--- config.mk ---
export PLATFORM = sky130hd
export DESIGN_NAME = gcd_rr_arbiter_flat
export DESIGN_NICKNAME = d
export VERILOG_FILES = /design/src/rtl/gcd_rr_arbiter_if.sv /design/src/rtl/gcd_rr_arbiter.sv /design/src/flat_wrapper.sv
export SDC_FILE = /design/constraint.sdc
export NUM_CORES = 1
export LEC_CHECK = 0
export ABC_AREA = 0
export CAP_MARGIN = 20
export CORE_AREA = 2 2 102 104
export DETAILED_ROUTE_END_ITERATION = 6
export DIE_AREA = 0 0 104 106
export GPL_TIMING_DRIVEN = 0
export HOLD_SLACK_MARGIN = 0.06
export PLACE_DENSITY = 0.7
export SYNTH_ARGS = -nofsm -noshare
export SYNTH_HDL_FRONTEND = slang
export SYNTH_SLANG_ARGS = --single-unit
--- constraint.sdc ---
create_clock -name clk -period 2.27 [get_ports clk]
set_input_delay 0.681 -clock clk [delete_from_list [all_inputs] [get_ports clk]]
set_output_delay 0.681 -clock clk [all_outputs]
set_load 0.005 [all_outputs]
--- src/rtl/gcd_rr_arbiter_if.sv ---
// gcd_rr_arbiter_if: requester-side and GCD-side val/rdy bundles.
// slave = arbiter view, master = environment view.
interface gcd_rr_arbiter_if #(
    parameter int p_num_reqs   = 4,
    parameter int p_opnd_nbits = 16
);
    localparam int N  = p_num_reqs;
    localparam int W  = p_opnd_nbits;
    localparam int RW = 2 * p_opnd_nbits;

    logic [N-1:0]    in_req_val;
    logic [N-1:0]    in_req_rdy;
    logic [N*RW-1:0] in_req_msg;
    logic [N-1:0]    out_resp_val;
    logic [N-1:0]    out_resp_rdy;
    logic [N*W-1:0]  out_resp_msg;
    logic            gcd_req_val;
    logic            gcd_req_rdy;
    logic [RW-1:0]   gcd_req_msg;
    logic            gcd_resp_val;
    logic            gcd_resp_rdy;
    logic [W-1:0]    gcd_resp_msg;

    modport slave (
        input  in_req_val, in_req_msg, out_resp_rdy,
        input  gcd_req_rdy, gcd_resp_val, gcd_resp_msg,
        output in_req_rdy, out_resp_val, out_resp_msg,
        output gcd_req_val, gcd_req_msg, gcd_resp_rdy
    );

    modport master (
        output in_req_val, in_req_msg, out_resp_rdy,
        output gcd_req_rdy, gcd_resp_val, gcd_resp_msg,
        input  in_req_rdy, out_resp_val, out_resp_msg,
        input  gcd_req_val, gcd_req_msg, gcd_resp_rdy
    );
endinterface

--- src/rtl/gcd_rr_arbiter.sv ---
// gcd_rr_arbiter: round-robin share of one untagged GCD unit, one transaction in flight.
// Define GCD_ARB_B2B_EN to re-arbitrate on response fire and skip the IDLE cycle.
module gcd_rr_arbiter #(
    parameter int p_num_reqs   = 4,
    parameter int p_opnd_nbits = 16
) (
    input logic               clk,
    input logic               reset_n,
    gcd_rr_arbiter_if.slave   bus
);
    localparam int N  = p_num_reqs;
    localparam int W  = p_opnd_nbits;
    localparam int RW = 2 * p_opnd_nbits;
    localparam int IW = $clog2(N);

    typedef enum logic [1:0] {IDLE, REQ, BUSY} state_e;

    state_e          state_q, state_d;
    logic [IW-1:0]   ptr_q, ptr_d;
    logic [IW-1:0]   grant_q, grant_d;
    logic [IW-1:0]   ptr_nxt;

    // First valid requester at or after base, wrapping modulo N.
    function automatic logic [IW-1:0] rr_pick(
        input logic [IW-1:0] base,
        input logic [N-1:0]  val
    );
        logic [IW-1:0] sel;
        logic          hit;
        int            idx;
        sel = base;
        hit = 1'b0;
        for (int k = 0; k < N; k++) begin
            idx = (int'(base) + k) % N;
            if (!hit && val[idx]) begin
                sel = IW'(idx);
                hit = 1'b1;
            end
        end
        return sel;
    endfunction

    assign ptr_nxt = (grant_q == IW'(N - 1)) ? '0 : grant_q + IW'(1);

    always_comb begin
        state_d           = state_q;
        ptr_d             = ptr_q;
        grant_d           = grant_q;
        bus.in_req_rdy    = '0;
        bus.out_resp_val  = '0;
        bus.out_resp_msg  = '0;
        bus.gcd_req_val   = 1'b0;
        bus.gcd_req_msg   = '0;
        bus.gcd_resp_rdy  = 1'b0;
        unique case (state_q)
            IDLE: begin
                if (|bus.in_req_val) begin
                    grant_d = rr_pick(ptr_q, bus.in_req_val);
                    state_d = REQ;
                end
            end
            REQ: begin
                bus.gcd_req_val         = 1'b1;
                bus.gcd_req_msg         = bus.in_req_msg[int'(grant_q)*RW +: RW];
                bus.in_req_rdy[grant_q] = bus.gcd_req_rdy;
                if (bus.gcd_req_rdy) begin
                    state_d = BUSY;
                end
            end
            BUSY: begin
                bus.out_resp_val[grant_q]               = bus.gcd_resp_val;
                bus.out_resp_msg[int'(grant_q)*W +: W]  = bus.gcd_resp_msg;
                bus.gcd_resp_rdy                        = bus.out_resp_rdy[grant_q];
                if (bus.gcd_resp_val && bus.out_resp_rdy[grant_q]) begin
                    ptr_d = ptr_nxt;
`ifdef GCD_ARB_B2B_EN
                    if (|bus.in_req_val) begin
                        grant_d = rr_pick(ptr_nxt, bus.in_req_val);
                        state_d = REQ;
                    end else begin
                        state_d = IDLE;
                    end
`else
                    state_d = IDLE;
`endif
                end
            end
            default: state_d = IDLE;
        endcase
    end

    always_ff @(posedge clk or negedge reset_n) begin
        if (!reset_n) begin
            state_q <= IDLE;
            ptr_q   <= '0;
            grant_q <= '0;
        end else begin
            state_q <= state_d;
            ptr_q   <= ptr_d;
            grant_q <= grant_d;
        end
    end
endmodule

--- src/flat_wrapper.sv ---
// flat-port wrapper written by rule: the top's interface ports become plain ports
module gcd_rr_arbiter_flat 
#(
    parameter int p_num_reqs   = 4,
    parameter int p_opnd_nbits = 16
)
  (clk, reset_n, bus_in_req_val, bus_in_req_msg, bus_out_resp_rdy, bus_gcd_req_rdy, bus_gcd_resp_val, bus_gcd_resp_msg, bus_in_req_rdy, bus_out_resp_val, bus_out_resp_msg, bus_gcd_req_val, bus_gcd_req_msg, bus_gcd_resp_rdy);
  gcd_rr_arbiter_if #(.p_num_reqs(p_num_reqs), .p_opnd_nbits(p_opnd_nbits)) bus_i ();
  input logic clk;
  input logic reset_n;
  input wire logic [$bits(bus_i.in_req_val)-1:0] bus_in_req_val;
  input wire logic [$bits(bus_i.in_req_msg)-1:0] bus_in_req_msg;
  input wire logic [$bits(bus_i.out_resp_rdy)-1:0] bus_out_resp_rdy;
  input wire logic [$bits(bus_i.gcd_req_rdy)-1:0] bus_gcd_req_rdy;
  input wire logic [$bits(bus_i.gcd_resp_val)-1:0] bus_gcd_resp_val;
  input wire logic [$bits(bus_i.gcd_resp_msg)-1:0] bus_gcd_resp_msg;
  output wire logic [$bits(bus_i.in_req_rdy)-1:0] bus_in_req_rdy;
  output wire logic [$bits(bus_i.out_resp_val)-1:0] bus_out_resp_val;
  output wire logic [$bits(bus_i.out_resp_msg)-1:0] bus_out_resp_msg;
  output wire logic [$bits(bus_i.gcd_req_val)-1:0] bus_gcd_req_val;
  output wire logic [$bits(bus_i.gcd_req_msg)-1:0] bus_gcd_req_msg;
  output wire logic [$bits(bus_i.gcd_resp_rdy)-1:0] bus_gcd_resp_rdy;
  assign bus_i.in_req_val = bus_in_req_val;
  assign bus_i.in_req_msg = bus_in_req_msg;
  assign bus_i.out_resp_rdy = bus_out_resp_rdy;
  assign bus_i.gcd_req_rdy = bus_gcd_req_rdy;
  assign bus_i.gcd_resp_val = bus_gcd_resp_val;
  assign bus_i.gcd_resp_msg = bus_gcd_resp_msg;
  assign bus_in_req_rdy = bus_i.in_req_rdy;
  assign bus_out_resp_val = bus_i.out_resp_val;
  assign bus_out_resp_msg = bus_i.out_resp_msg;
  assign bus_gcd_req_val = bus_i.gcd_req_val;
  assign bus_gcd_req_msg = bus_i.gcd_req_msg;
  assign bus_gcd_resp_rdy = bus_i.gcd_resp_rdy;
  gcd_rr_arbiter #(.p_num_reqs(p_num_reqs), .p_opnd_nbits(p_opnd_nbits)) u_core (.clk(clk), .reset_n(reset_n), .bus(bus_i));
endmodule
==> out/qor.yml, run 1 <==
worst_setup_path:
  crit_fanout: 3
  reg2reg_depth: 8
  end_kind: "output pin"
  required_ns: 1.59
  arrival_ns: 2.08
  crit_slowest_cell: "dfrtp_1"
  r2r-start: "u_core.grant_q[0]"
  path_cells: "buf_6, buf_12, inv_8, ha_4, nor3b_4, and4b_2, buf_8, buf_6, buf_6, and2_4, buf_6"
  worstSetupStartpoint: "u_core.grant_q[1]"
  crit_type: "flip-flop to output pin"
  cp-start-kind: "flip-flop"
  worst_r2r_endpoint: "u_core.ptr_q[0]"
  crit_top_cell: "buf_6"
  ff2ff_setup_slack_ns: 0.20
  max_stage_delay_ns: 0.37
min_path:
  min_from: "u_core.ptr_q[0]"
  hold_end: "u_core.ptr_q[0]"
  min_path_cells: 1
  hp-class: "flip-flop to flip-flop"
cells_and_area:
  syn2layout_area_growth_pct: 192
  fin_util_pct: 58.0
  nets: 696
  finalNonFillerCells: 671
  drive_gt1_share_pct: 58.3
  n_fill_cell: 856
die:
  io_pins: 262
  die_h_um: 106
  core_region_area_um2: 10000
  start_util_pct: 19.9
  die_w_um: 104
  rows: 37
  die_area_um2: 11000
power_and_ir_drop:
  pwr-share-clk_pct: 4.1
  power-per-cell-area_nw_per_um2: 672
  swShare_pct: 34.7
  internal_power_uw: 2550
  p_leak_uw: 0.00273
  switching_power_uw: 1350
  combPwrFrac_pct: 90.2
  seqPwrFrac_pct: 5.7
  peakVddDrop_mv: 0.314
drt:
  finalWirelength_um: 12600
  first_pass_iters: 6
  first_iter_violations: 110
  vias_per_cell: 4.46
  ant_nets: 0
  drcViolationCount: 0
  wire_per_inst_um: 18.7
  vias: 2991
placed_design:
  gp_congestion: 0.851
  hpwl_um: 9340
  placed_cells: 602
  io_buffers: 261
clock_network:
  clockBufferDepth: 2
  cts_buffers: 3
  cts.sinks: 6
  clkLatencyLatePin_ns: 0.22
  cts_tree: "built"
  cts-root-buf: "clkbuf_8"
  path_clk_slew_ns: 0.04
  h-tree-depth: 1
synth:
  yosys_warnings: 0
  seq_area_frac_synth_pct: 7.56
  netlist_area_um2: 1990
  syn_nets: 366
  synth_top_family_by_area: "simple AND/OR/NAND/NOR gates"
  synth_cell_type_count: 33
  synth_compound_area_share_pct: 3.34
  ys_ff_latch: 6
  synth_fa_ha_area_share_pct: 3.15
  synth_cells: 205
  synth_xor_area_share_pct: 0
  syn_avg_cell_area_um2: 9.69
  synthMuxAreaShare_pct: 38.6
  yosys.area_share.simple_pct: 40.9
status:
  failed_checks: "setup timing"
  outcome: "finished, violations left"
sta:
  setup_viol_count_final: 98
  fin_crit_ns: 2.76
  finalCritPeriodShare_pct: 121
  finalMaxSlewViolations: 0
  hold_viol: 0
  rsz0062_at_grt: "yes"
  setup_ws_ns: -0.487
  skew_ns: 0.00261
  finalSetupTns_ns: -33.44
  fmax_mhz: 363
  timing.slew.headroom_pct: 74.9
  worst_pin_slew_ns: 0.373
global_routing:
  grt.total_usage_pct: 21.3
  grt_max_degree: 11
  antenna_found_initial: 2
  overflow: 0
  grt_pass1_vias: 3182
  grt_pass1_wl_um: 18600
flow_run:
  maxCapViolCount: 0
[synth_stat cells]
| master | number | share of area [%] |
|---|---|---|
| ha_1 | 5 | 3.2 |
| o31ai_1 | 1 | 0.38 |
| nand3_1 | 1 | 0.25 |
| and2b_1 | 1 | 0.38 |
| buf_4 | 2 | 0.76 |
| and4_1 | 2 | 0.88 |
| buf_6 | 1 | 0.57 |
| nor3b_1 | 3 | 1.1 |
| o41ai_1 | 1 | 0.44 |
| nand2b_1 | 5 | 1.6 |
| buf_12 | 2 | 2.0 |
| nor4_1 | 1 | 0.32 |
| mux4_2 | 33 | 37 |
| buf_2 | 2 | 0.50 |
| or2_1 | 2 | 0.63 |
| a22o_1 | 1 | 0.44 |
| clkbuf_2 | 3 | 0.76 |
| mux2_2 | 2 | 1.1 |
| and2_1 | 97 | 31 |
| nand2_1 | 2 | 0.38 |
| a21oi_1 | 2 | 0.50 |
| nor2b_1 | 1 | 0.32 |
| or2_2 | 1 | 0.32 |
| dfrtp_1 | 6 | 7.6 |
| nor2_1 | 2 | 0.38 |
| o2bb2ai_1 | 1 | 0.44 |
| a21boi_0 | 1 | 0.38 |
| nor4b_1 | 1 | 0.44 |
| o21ai_0 | 3 | 0.76 |
| and4b_1 | 1 | 0.50 |
| and3_1 | 9 | 2.8 |
| inv_1 | 4 | 0.76 |
| clkbuf_1 | 6 | 1.1 |
[sequential cells by signal (all words and copies together) (netlist names)]
name	count
u_core.state_q	2
u_core.grant_q	2
u_core.ptr_q	2
[placed cells by master, fill, tap and decap left out, types with 3 or more instances in the layout]
| cell type | instances |
|---|---|
| and2_1 | 21 |
| dfrtp_1 | 5 |
| clkdlybuf4s15_1 | 5 |
| clkbuf_8 | 3 |
| nand2b_1 | 5 |
| mux4_2 | 33 |
| ha_4 | 4 |
| buf_4 | 16 |
| buf_8 | 7 |
| buf_2 | 28 |
| buf_6 | 117 |
| dlygate4sd2_1 | 65 |
| buf_12 | 9 |
| clkdlybuf4s50_1 | 88 |
| o21ai_0 | 3 |
| and3_1 | 8 |
| and2_4 | 76 |
[cell type report]
class / instances / area [um^2] / share of cell area (%)
antenna: 2 / 5.00 / 0.0862
buffer: 13 / 176 / 3.04
clock buffer: 3 / 41.3 / 0.712
inverter: 4 / 27.5 / 0.474
multi-input combinational: 179 / 1980 / 34.0
sequential: 6 / 151 / 2.61
tap: 136 / 170 / 2.93
timing repair buffer: 328 / 3260 / 56.1
[kinds of logic (layout without fill, tap and decap cells)]
group | Yosys count | after routing
simple gates | 129 | 129
other cells | 0 | 2
compound gates | 10 | 10
buf+inv | 20 | 348
fa+ha+maj | 5 | 5
mux | 35 | 35
flops | 6 | 6
[power by group through the flow]
stage / registers [uW] / clock network [uW] / logic, uW
5_1_grt: 229 / 166 / 3780
3_3_place_gp: 217 / 0 / 2620
2_1_floorplan: 203 / 0 / 1430
4_1_cts: 220 / 162 / 3340
3_5_place_dp: 223 / 0 / 2660
6_report: 222 / 159 / 3520
[per-stage QoR]
| step | hold slack (ns) | setup slack (ns) | instance area [um^2] | power (uW) |
|---|---|---|---|---|
| CTS | 0.574 | -0.485 | 5400 | 3720 |
| finish | 0.576 | -0.487 | 5800 | 3900 |
| floorplan | 0.385 | -0.000225 | 2040 | 1630 |
| detailed placement | 0.563 | -0.878 | 4830 | 2880 |
| global route | 0.593 | -0.538 | 5800 | 4170 |
| global placement | 0.541 | -0.841 | 4830 | 2830 |
[critical path, delay by kind of cell, from the launching register on]
| family | cells | cell delay, ns |
|---|---|---|
| simple gates | 3 | 0.68 |
| fa+ha+maj | 1 | 0.15 |
| flops | 1 | 0.37 |
| buf+inv | 7 | 0.67 |
[routing by layer]
| layer | part of all wire [%] | vias up | global-route usage [%] | wire length [um] |
|---|---|---|---|---|
| met5 | 0 | - | 0 | 0 |
| met4 | 3.2 | 0 | 5.12 | 403 |
| met3 | 6.8 | 30 | 5.52 | 859 |
| met2 | 54 | 141 | 40.2 | 6750 |
| met1 | 36 | 1419 | 23.8 | 4560 |
| li1 | - | 1401 | - | - |
[worst max-delay path by stage]
stage	cells past startpoint	end	slack, ns
floorplan	7	bus_out_resp_msg[53]	-0.0002
CTS	11	bus_out_resp_msg[60]	-0.48
global placement	9	bus_out_resp_msg[53]	-0.84
finish	11	bus_out_resp_msg[60]	-0.49
global route	11	bus_out_resp_msg[60]	-0.54
detailed placement	8	bus_out_resp_msg[58]	-0.88
[what timing repair did]
item	CTS	global route
gates cloned	6	0
setup endpoints to repair	106	102
gates resized for setup	626	110
pin swaps	54	7
setup buffers	54	15
hold buffers	0	0
No activity file was read; power rests on OpenSTA's default activity.
==> inputs of run 2 (changes only) <==
CORE_AREA = 2 2 101 103   (was 2 2 102 104)
DIE_AREA = 0 0 103 105   (was 0 0 104 106)
PLACE_DENSITY = 0.68   (was 0.7)
clock period = 3.5 ns   (was 2.27 ns; I/O delays follow)
==> run 2 against run 1 <==
  * The run now ends clean
  * Via count down 9.7%
  * Non-clock buffer count down 49
  * Register-to-register slack better by 1.5 ns
  * Cell count fell by 8.0%
  * Routed wire length down 14%
  * First-iteration DRC count is 32% lower
  * Cell area fell by 14%
  * Setup slack better by 0.53 ns
  * Highest routed layer unchanged
==> out/qor.yml, run 2 (synthesis results as in run 1) <==
drt:
  first_pass_iters: 4
  drcViolationCount: 0
  finalWirelength_um: 10800
  ant_nets: 0
  wire_per_inst_um: 17.5
  vias: 2702
  first_iter_violations: 75
  vias_per_cell: 4.38
sta:
  hold_viol: 0
  timing.slew.headroom_pct: 62.1
  setup_viol_count_final: 0
  rsz0062_at_grt: "yes"
  fin_crit_ns: 3.46
  fmax_mhz: 289
  setup_ws_ns: 0.0391
  finalCritPeriodShare_pct: 98.9
  skew_ns: 0.00262
  worst_pin_slew_ns: 0.569
  finalSetupTns_ns: 0
  finalMaxSlewViolations: 0
worst_setup_path:
  path_cells: "buf_6, buf_8, inv_1, ha_1, nor3b_2, and4b_2, clkbuf_8, and2_1, clkdlybuf4s50_1"
  cp-start-kind: "flip-flop"
  end_kind: "output pin"
  crit_fanout: 10
  critical-path-top-delay-family: "buffers and inverters"
  max_stage_delay_ns: 0.49
  reg2reg_depth: 5
  arrival_ns: 2.41
  ff2ff_setup_slack_ns: 1.71
  required_ns: 2.45
  worst_r2r_endpoint: "u_core.ptr_q[1]"
  crit_slowest_cell: "clkdlybuf4s50_1"
  crit_type: "flip-flop to output pin"
  cp.buffers_inverters: 5
  r2r-start: "u_core.grant_q[0]"
cells_and_area:
  drive_gt1_share_pct: 15.1
  syn2layout_area_growth_pct: 151
  layout_commonest_cell: "clkdlybuf4s50_1"
  reg_top3: "u_core.grant_q: 2 flops, u_core.ptr_q: 2 flops, u_core.state_q: 2 flops"
  nets: 647
  n_fill_cell: 936
  n_antenna_cell: 0
  layout_common_cells: "220 x clkdlybuf4s50_1, 97 x and2_1, 35 x dlygate4sd2_1, 33 x mux4_2, 16 x buf_4"
die:
  die_area_um2: 10800
  die_w_um: 103
  die_h_um: 105
  start_util_pct: 20.6
  core_region_area_um2: 9640
  io_pins: 262
  rows: 36
global_routing:
  grt_pass1_vias: 2814
  overflow: 0
  grt_max_degree: 11
  grt_pass1_wl_um: 15900
  grt.total_usage_pct: 18.8
  antenna_found_initial: 0
placed_design:
  gp_congestion: 0.839
  hpwl_um: 9210
  pre_cts_ws_ns: -0.349
  io_buffers: 261
clock_network:
  cts.sinks: 6
  clockBufferDepth: 2
  path_clk_slew_ns: 0.04
  cts_buffers: 3
  clkLatencyLatePin_ns: 0.22
  h-tree-depth: 1
  cts_tree: "built"
  cts-hold-fix-buffers: 0
  cts-root-buf: "clkbuf_8"
min_path:
  min_path_cells: 1
  hold_end: "u_core.ptr_q[0]"
  hp-class: "flip-flop to flip-flop"
  min_from: "u_core.ptr_q[0]"
flow_run:
  maxCapViolCount: 0
power_and_ir_drop:
  power-per-cell-area_nw_per_um2: 386
  peakVddDrop_mv: 0.293
  p_leak_uw: 0.00213
status:
  outcome: "complete, no violations"
[run 2: changes by cell type in the layout (fill, tap and decap cells not counted), moves of 27 or more]
cell and change:
buf_6 -116, clkdlybuf4s50_1 +132, and2_1 +76, dlygate4sd2_1 -30, buf_2 -27, and2_4 -76
[run 2: metrics by stage]
| stage | power (uW) | instances | area, um^2 | hold WS (ns) | util [%] |
|---|---|---|---|---|---|
| 2_1_floorplan | 1000 | 205 | 1990 | 0.508 | - |
| 3_3_place_gp | 1780 | 599 | 4760 | 0.544 | 49.4 |
| 3_5_place_dp | 1800 | 599 | 4760 | 0.550 | 49.4 |
| 4_1_cts | 1850 | 609 | 4880 | 0.560 | 50.7 |
| 5_1_grt | 2070 | 617 | 4980 | 0.589 | 51.6 |
| 6_report | 1920 | 617 | 4980 | 0.567 | 51.6 |
[run 2: layer usage]
| metal | track usage (%) | vias to the layer above | part of all wire (%) |
|---|---|---|---|
| met5 | 0 | - | 0 |
| met4 | 3.38 | 0 | 1.7 |
| met3 | 3.55 | 14 | 8.5 |
| met2 | 35.8 | 130 | 53 |
| met1 | 21.3 | 1257 | 37 |
| li1 | - | 1301 | - |
[run 2: timing repair]
item | 4_1_cts | 5_1_grt
endpoints found under the setup margin | 97 | 57
pin swaps | 4 | 2
gates cloned | 0 | 0
setup buffers | 7 | 8
resized for setup | 58 | 8
[run 2: final cells by class]
type	count	area [um^2]	share of cell area [%]
buffer	16	166	3.34
inverter	4	18.8	0.377
sequential	6	151	3.04
timing repair buffer	276	2700	54.2
tap	133	166	3.34
multi-input combinational	179	1740	34.9
clock buffer	3	41.3	0.830
[run 2: report_power, final]
| group | switching (uW) | total [uW] | internal [uW] |
|---|---|---|---|
| registers | 33.5 | 137 | 104 |
| clock network | 29.5 | 103 | 73.9 |
| logic | 642 | 1680 | 1040 |
[run 2: how the worst max path moves through the flow]
stage / slack (ns) / from / to / cells after the start
after global placement: -0.27 / u_core.grant_q[1] / bus_out_resp_msg[26] / 9
after CTS: 0.007 / u_core.grant_q[1] / bus_out_resp_msg[8] / 9
after detailed placement: -0.35 / u_core.grant_q[1] / bus_out_resp_msg[23] / 9
after global routing: -0.09 / u_core.grant_q[1] / bus_out_resp_msg[15] / 9
after floorplan: 0.69 / u_core.grant_q[1] / bus_out_resp_msg[10] / 8
final: 0.04 / u_core.grant_q[1] / bus_out_resp_msg[59] / 9
==> inputs of run 3 (changes only) <==
CTS_BUF_LIST = sky130_fd_sc_hd__clkbuf_8   (was default)
SETUP_SLACK_MARGIN = 0.15   (was default)
==> run 3 against run 2 <==
  * Combinational power hardly changed
  * Critical path depth rose by 1
  * Core utilization grew 0.40 points
  * Hold slack lost 0.0041 ns
  * Total power increased by 1.8%
  * Register-to-register slack is essentially flat
  * Maximum frequency rose by 2.7%
  * Clock skew decreased by 0.0013 ns
  * Largest cell class unchanged
==> out/qor.yml, run 3 (synthesis results as in run 1) <==
die:
  start_util_pct: 20.6
  rows: 36
  die_h_um: 105
  die_w_um: 103
  core_region_area_um2: 9640
  die_area_um2: 10800
  io_pins: 262
drt:
  vias_per_cell: 4.42
  wire_per_inst_um: 18.1
  finalWirelength_um: 11300
  first_iter_violations: 90
  vias: 2764
  drcViolationCount: 0
  first_pass_iters: 4
  ant_nets: 0
sta:
  fin_crit_ns: 3.37
  finalMaxSlewViolations: 0
  worst_pin_slew_ns: 0.568
  fmax_mhz: 297
  finalCritPeriodShare_pct: 96.3
  skew_ns: 0.00128
  timing.slew.headroom_pct: 62.1
  setup_ws_ns: 0.131
  hold_viol: 0
  whs_ns: 0.563
  setup_viol_count_final: 0
  rsz0062_at_grt: "yes"
cells_and_area:
  layout_commonest_cell: "clkdlybuf4s50_1"
  nets: 656
  final_area_um2: 5010
  syn2layout_area_growth_pct: 153
  n_antenna_cell: 0
  layout_common_cells: "155 x clkdlybuf4s50_1, 89 x and2_1, 48 x dlygate4sd2_1, 33 x mux4_2, 24 x dlymetal6s2s_1"
  drive_gt1_share_pct: 23.9
  reg_top3: "u_core.grant_q: 2 flops, u_core.ptr_q: 2 flops, u_core.state_q: 2 flops"
worst_setup_path:
  r2r-start: "u_core.grant_q[0]"
  worst_r2r_endpoint: "u_core.ptr_q[1]"
  reg2reg_depth: 5
  end_kind: "output pin"
  cp_num_cells: 10
  crit_slowest_cell: "dfrtp_2"
  max_stage_delay_ns: 0.37
  cp.buffers_inverters: 7
  worstSetupStartpoint: "u_core.grant_q[0]"
  ff2ff_setup_slack_ns: 1.72
  crit_type: "flip-flop to output pin"
  path_cells: "buf_12, clkinvlp_4, buf_12, ha_4, and4b_2, clkbuf_8, buf_4, buf_4, and2_1, dlygate4sd2_1"
  cp-start-kind: "flip-flop"
  crit_fanout: 5
  critical-path-top-delay-family: "buffers and inverters"
  crit_end: "bus_out_resp_msg[58]"
  required_ns: 2.45
  arrival_ns: 2.32
clock_network:
  cts_tree: "built"
  cts.sinks: 6
  path_clk_slew_ns: 0.04
  cts-root-buf: "clkbuf_8"
  cts-hold-fix-buffers: 0
  clockBufferDepth: 2
  clkLatencyLatePin_ns: 0.22
  h-tree-depth: 1
  cts_buffers: 3
power_and_ir_drop:
  peakVddDrop_mv: 0.287
  p_leak_uw: 0.00263
  total_power_uw: 1950
  power-per-cell-area_nw_per_um2: 390
status:
  outcome: "complete, no violations"
global_routing:
  antenna_found_initial: 0
  grt.total_usage_pct: 19.5
  grt_pass1_vias: 2855
  grt_pass1_wl_um: 16400
  grt_max_degree: 11
  overflow: 0
placed_design:
  gp_congestion: 0.839
  io_buffers: 261
  placed_area_um2: 4760
  pre_cts_ws_ns: -0.349
  hpwl_um: 9210
flow_run:
  maxCapViolCount: 0
min_path:
  hp-class: "flip-flop to flip-flop"
[run 3: cell types whose count changed in the layout (fill, tap and decap cells not counted), moves of 2 or more]
| cell | before | now |
|---|---|---|
| clkdlybuf4s50_1 | 220 | 155 |
| clkbuf_8 | 6 | 8 |
| and2_1 | 97 | 89 |
| clkdlybuf4s15_1 | 0 | 8 |
| clkbuf_2 | 0 | 16 |
| dlygate4sd2_1 | 35 | 48 |
| and2_4 | 0 | 8 |
| buf_2 | 1 | 11 |
| buf_6 | 1 | 4 |
| dlymetal6s2s_1 | 6 | 24 |
| buf_4 | 16 | 19 |
[run 3: where the power goes]
| group | switching [uW] | total, uW | internal (uW) |
|---|---|---|---|
| Sequential | 35.9 | 140 | 104 |
| Clock | 28.5 | 102 | 73.8 |
| Combinational | 670 | 1710 | 1040 |
[run 3: worst min-delay path by stage]
stage | startpoint | endpoint | slack (ns) | cells after the start
after global routing | u_core.ptr_q[0] | u_core.ptr_q[0] | 0.59 | 1
after detailed placement | u_core.ptr_q[0] | u_core.ptr_q[0] | 0.55 | 1
final | u_core.ptr_q[0] | u_core.ptr_q[0] | 0.56 | 1
after CTS | u_core.ptr_q[0] | u_core.ptr_q[0] | 0.56 | 1
after global placement | u_core.ptr_q[0] | u_core.ptr_q[0] | 0.54 | 1
after floorplan | u_core.ptr_q[0] | u_core.ptr_q[0] | 0.51 | 1
[run 3: worst register-to-register path, cell delays in order (launching register included)]
cell	delay [ns]
dfrtp_2	0.37
buf_4	0.14
mux4_2	0.54
buf_4	0.17
nand3_1	0.11
mux2_2	0.34
[run 3: area by class of cell]
| cell class | count | area, um^2 |
|---|---|---|
| Fill cell | 948 | 4620 |
| Timing Repair Buffer | 285 | 2700 |
| Multi-Input combinational cell | 179 | 1760 |
| Buffer | 16 | 174 |
| Tap cell | 133 | 166 |
| Sequential cell | 6 | 151 |
| Clock buffer | 3 | 41.3 |
| Inverter | 4 | 18.8 |
[run 3: timing repair]
item / 4_1_cts / 5_1_grt
resized for setup: 167 / 52
cloned: 2 / 0
pin swaps: 5 / 4
endpoints found under the setup margin: 102 / 52
buffers inserted: 16 / 6
[run 3: metal layers]
layer,vias to the layer above,track usage (%),routed length [um]
met5,-,0,0
met4,0,3.85,191
met3,16,3.41,933
met2,129,36.6,5930
met1,1302,22.7,4260
li1,1317,-,-
[run 3: metrics by stage]
| step | utilization, % | instances | TNS, ns |
|---|---|---|---|
| 3_5_place_dp | 49.4 | 599 | -15.87 |
| 4_1_cts | 51.8 | 620 | 0 |
| 6_report | 52.0 | 626 | 0 |
| 3_3_place_gp | 49.4 | 599 | -12.05 |
| 5_1_grt | 52.0 | 626 | 0 |
| 2_1_floorplan | - | 205 | 0 |
